--- src/rtl/tohost_monitor_pkg.sv ---
// Shared types and constants for the tohost test monitor: FSM states, the
// pass code and the widths of the tohost word and its test-number field.
package tohost_monitor_pkg;

  localparam int XLEN      = 32;
  localparam int TESTNUM_W = XLEN - 1;

  localparam logic [XLEN-1:0] PASS_CODE = 32'd1;

  typedef enum logic [2:0] {
    ST_HOLD,
    ST_RUN,
    ST_PASS,
    ST_FAIL,
    ST_TMO
  } state_e;

endpackage

--- src/rtl/sat_counter.sv ---
// Up-counter with enable and synchronous clear that sticks at all-ones.
module sat_counter #(
  parameter int W = 32
) (
  input  logic         clk,
  input  logic         rst,
  input  logic         clr_i,
  input  logic         en_i,
  output logic [W-1:0] cnt_o
);

  logic [W-1:0] cnt_q;

  always_ff @(posedge clk) begin
    if (rst || clr_i)               cnt_q <= '0;
    else if (en_i && cnt_q != '1)   cnt_q <= cnt_q + W'(1);
  end

  assign cnt_o = cnt_q;

endmodule

--- src/rtl/tohost_monitor.sv ---
// Holds the core in reset, then watches stores to the tohost word and
// reports pass/fail/timeout together with run-time cycle and retire counts.
module tohost_monitor
  import tohost_monitor_pkg::*;
#(
  parameter logic [XLEN-1:0] TOHOST_ADDR = 32'h0000_1000,
  parameter int              TIMEOUT     = 5000,
  parameter int              RST_CYCLES  = 2
) (
  input  logic                 clk,
  input  logic                 rst,
  input  logic                 wr_en,
  input  logic [XLEN-1:0]      wr_addr,
  input  logic [XLEN-1:0]      wr_data,
  input  logic                 retire,
  output logic                 core_rst,
  output logic                 done,
  output logic                 pass,
  output logic                 timeout,
  output logic [TESTNUM_W-1:0] fail_testnum,
  output logic [XLEN-1:0]      cycle_count,
  output logic [XLEN-1:0]      retire_count
);

  localparam int HW = (RST_CYCLES > 1) ? $clog2(RST_CYCLES) : 1;

  state_e                state_q, state_d;
  logic [HW-1:0]         hold_q, hold_d;
  logic                  done_q, pass_q, tmo_q;
  logic [TESTNUM_W-1:0]  fail_q;

  logic in_run, tohost_ev, expire;

  assign in_run    = (state_q == ST_RUN);
  assign tohost_ev = in_run && wr_en && (wr_addr == TOHOST_ADDR) && (wr_data != '0);
  // The count reaches TIMEOUT-1 on the same edge that moves us to TMO.
  assign expire    = in_run && (cycle_count == XLEN'(TIMEOUT - 2));

  always_comb begin
    state_d = state_q;
    hold_d  = hold_q;
    unique case (state_q)
      ST_HOLD: begin
        if (hold_q == HW'(RST_CYCLES - 1)) begin
          state_d = ST_RUN;
          hold_d  = '0;
        end else begin
          hold_d  = hold_q + HW'(1);
        end
      end
      ST_RUN: begin
        if (tohost_ev)   state_d = (wr_data == PASS_CODE) ? ST_PASS : ST_FAIL;
        else if (expire) state_d = ST_TMO;
      end
      default: state_d = state_q;
    endcase
  end

  always_ff @(posedge clk) begin
    if (rst) begin
      state_q <= ST_HOLD;
      hold_q  <= '0;
    end else begin
      state_q <= state_d;
      hold_q  <= hold_d;
    end
  end

  always_ff @(posedge clk) begin
    if (rst) begin
      done_q <= 1'b0;
      pass_q <= 1'b0;
      tmo_q  <= 1'b0;
      fail_q <= '0;
    end else if (in_run && state_d != ST_RUN) begin
      done_q <= 1'b1;
      pass_q <= (state_d == ST_PASS);
      tmo_q  <= (state_d == ST_TMO);
      if (state_d == ST_FAIL) fail_q <= wr_data[XLEN-1:1];
    end
  end

  sat_counter #(.W(XLEN)) u_cycle_cnt (
    .clk   (clk),
    .rst   (rst),
    .clr_i (state_q == ST_HOLD),
    .en_i  (in_run),
    .cnt_o (cycle_count)
  );

  sat_counter #(.W(XLEN)) u_retire_cnt (
    .clk   (clk),
    .rst   (rst),
    .clr_i (state_q == ST_HOLD),
    .en_i  (in_run && retire),
    .cnt_o (retire_count)
  );

  assign core_rst     = (state_q == ST_HOLD);
  assign done         = done_q;
  assign pass         = pass_q;
  assign timeout      = tmo_q;
  assign fail_testnum = fail_q;

endmodule

--- config.mk ---
export PLATFORM = sky130hd
export DESIGN_NAME = tohost_monitor
export DESIGN_NICKNAME = d
export VERILOG_FILES = /design/src/rtl/tohost_monitor_pkg.sv /design/src/rtl/sat_counter.sv /design/src/rtl/tohost_monitor.sv
export SDC_FILE = /design/constraint.sdc
export NUM_CORES = 1
export LEC_CHECK = 0
export CORE_UTILIZATION = 34
export DETAILED_ROUTE_END_ITERATION = 12
export GPL_ROUTABILITY_DRIVEN = 0
export PLACE_DENSITY = 0.69
export SETUP_SLACK_MARGIN = 0.5
export SYNTH_ARGS = -nofsm -noshare
export SYNTH_HDL_FRONTEND = slang
export SYNTH_SLANG_ARGS = --single-unit
--- constraint.sdc ---
create_clock -name clk -period 3.8 [get_ports clk]
set_clock_uncertainty 0.2 [all_clocks]
set_input_delay 0.38 -clock clk [delete_from_list [all_inputs] [get_ports clk]]
set_output_delay 0.38 -clock clk [all_outputs]
set_load 0.01 [all_outputs]
==> qor.txt <==
Status = complete, no violations
Number of H-tree levels = 3
#FFs+latches synth = 102
Height of the die = 121.6 µm
Final Cycle Share = 72.97%
Vias in the first global route = 4876
Worst hold path depth = 2
Critical path depth = 5
Area share of the leading cell type in the synthesized netlist = 41.96%
Met2 wire len = 7.130 mm
Ratio of cells with drive above 1 in the final layout = 4.490%
CP delay by family, top = simple AND/OR/NAND/NOR gates
Max cap viols = 0
Slowest library cell on the worst path = nor4_1
Commonest non-fill, non-tap cells in the layout = 166 x clkdlybuf4s50_1, 102 x dfxtp_1, 57 x nor2_1, 47 x a21oi_1, 42 x or3_1
CTS tree = built
Reg2reg path depth = 5
Largest net degree at the start of global routing = 46
Antenna cell count = 0
PostCTS Resize Cnt = 0
Core Box Area = 13930 µm²
I/O pin count = 167
Setup crit end kind = flop
CTS Buffer Depth = 2
Area growth from synthesis to layout = 44.36%
Starting Density = 34.92%
Required time of the critical path = 3.85 ns
Slew HR = 29.99%
RSZ-0062 raised after global routing = false
Achievable Freq = 0.3606 GHz
Reg2reg setup slack = 1.03 ns
Mapped Nets = 642
Crit path launch = state_q[0]
First-pass DRT Iterations = 8
Vias = 5110
Post-Synthesis Cells = 571
Synth cell types = 52
Mapped Area = 4866 µm²
CP max FO = 11
Worst-path clk slew = 0.07 ns
Synth Area per Inst = 8.522 µm²
M1 wire length = 6.414 mm
Synth top area cells = dfxtp_1 42%, mux2i_1 7.4%, or3_1 5.4%
DRC viols = 0
Hold Vio Cnt, Final = 0
Min-delay worst type = reg -> reg
Worst Tran Pin Value = 1.046 ns
Worst skew pair latency = 0.36 ns
Peak supply drop = 0.1926 mV
Die width = 121.6 µm
Critical path arrival = 2.82 ns
Setup violations, final = 0
Total Routing Usage GR = 20.43%
TritonCTS buffer count = 9
Min Tclk post-route = 2.773 ns
Synth area leader = dfxtp_1
Setup TNS = 0 ns
Drt wl/cell = 16.45 µm
CTS Root Cell = clkbuf_16
Clock sink count = 102
Rows = 43
Dpl hpwl = 11.19 mm
FFs w/ async S/R, synth = 0%
Layout Nets = 801
Highest metal used = met4
Commonest non-fill, non-tap cell in the layout = clkdlybuf4s50_1
Post-CTS Setup Inserts = 0
Crit path kind = reg -> reg
Most used DFF post-synth = dfxtp_1
Crit path launch type = flop
Hold WS = 0.2990 ns
Drt initial violations = 318
Avg Vias per Cell = 5.585
CP bufs+invs = 0
Slew Viols, Final = 0
Lkg Pwr = 2.105 nW
Full die area = 14790 µm²
Port buffer count = 166
RR Startpoint = state_q[0]
Fill cells = 1314
Hold_sp = fail_testnum[27]
Hold-fix buffers, CTS = 0
Global route total overflow = 0
Pwr dens = 315.0 nW/µm²
Post-DRT Antenna Nets = 0
Sequential-to-total area share from yosys stat = 41.96%
Post-synth EDFFs = 0
Wirelength, routed = 15.05 mm
Synthesis Warnings = 0
CP cell instances = or3b_1 -> or2_1 -> nor4_1 -> a311oi_1 -> a41o_1
First-pass GRT wire length = 23.74 mm
Slowest Stage Delay on Critical Path = 0.69 ns
Antenna violations before repair = 0
Met3 WL = 1.163 mm
[layer usage]
layer | GRT usage, % | vias to the layer above
li1 | - | 2497
met1 | 23.85 | 2378
met2 | 35.05 | 211
met3 | 5.103 | 24
met4 | 9.336 | 0
met5 | 0 | -
[Yosys cell counts (4+ instances only)]
cell type    n
dfxtp_1    102
nor2_1      57
a21oi_1     47
or3_1       42
nand2_1     40
mux2i_1     36
o21ai_0     34
nand4_1     26
nor4_1      24
nand3_1     20
clkbuf_1    16
or4_1       13
and4_1      11
inv_1        9
o31ai_1      9
nor3_1       8
xnor2_1      8
a31oi_1      5
buf_2        5
o211ai_1     5
and3_1       4
nor4b_1      4
or2_2        4
[cell families (layout without fill, tap and decap cells)]
group / count (synthesis) / after routing / synth area share, %
mux: 36 / 36 / 7.406
buf+inv: 34 / 198 / 2.777
compound gates: 118 / 118 / 14.55
fa+ha+maj: 3 / 3 / 0.7715
xor+xnor: 10 / 10 / 1.800
flops: 102 / 102 / 41.96
simple gates: 268 / 268 / 30.73
[worst register-to-register path: cells and delay by family, from the launching register on]
kind | cells | cell delay [ns]
flops | 1 | 0.40
simple gates | 3 | 1.62
compound gates | 2 | 0.45
[where the power goes]
| part | total [mW] | switching (mW) | internal (mW) |
|---|---|---|---|
| registers | 1.08 | 0.00530 | 1.07 |
| logic | 0.173 | 0.0809 | 0.0922 |
| clock network | 0.961 | 0.424 | 0.537 |
[sequential cells by signal (all words and copies together) (netlist names)]
register            count
done                    1
fail_testnum           31
hold_q                  1
pass                    1
state_q                 3
timeout                 1
u_cycle_cnt.cnt_o      32
u_retire_cnt.cnt_o     32
[final timing paths]
check,endpoint
worst min register to register,fail_testnum[27]
worst max-delay path,u_cycle_cnt.cnt_o[31]
worst min-delay path,fail_testnum[27]
worst max register to register,u_cycle_cnt.cnt_o[31]
[metrics by stage]
step / total power, mW / cell area, µm² / util, % / setup slack (ns) / instances
after floorplan: 1.166 / 4866 / - / 1.254 / 571
after global placement: 1.275 / 6716 / 48.20 / 0.9619 / 899
after detailed placement: 1.278 / 6716 / 48.20 / 0.9007 / 899
after CTS: 2.247 / 7024 / 50.41 / 1.023 / 915
after global routing: 2.295 / 7024 / 50.41 / 0.7876 / 915
final: 2.213 / 7024 / 50.41 / 1.027 / 915
[area by class of cell]
| cell class | instances | area (µm²) | share of cell area, % |
|---|---|---|---|
| clock buffers | 11 | 242.7 | 3.456 |
| repair buffers | 173 | 1714 | 24.40 |
| clock inverters | 5 | 65.06 | 0.9263 |
| well taps | 180 | 225.2 | 3.206 |
| flip-flops and latches | 102 | 2042 | 29.07 |
| inverters | 9 | 33.78 | 0.4809 |
| multi-input cells | 435 | 2701 | 38.46 |
Note: power is estimated with default switching activity, not from simulation.
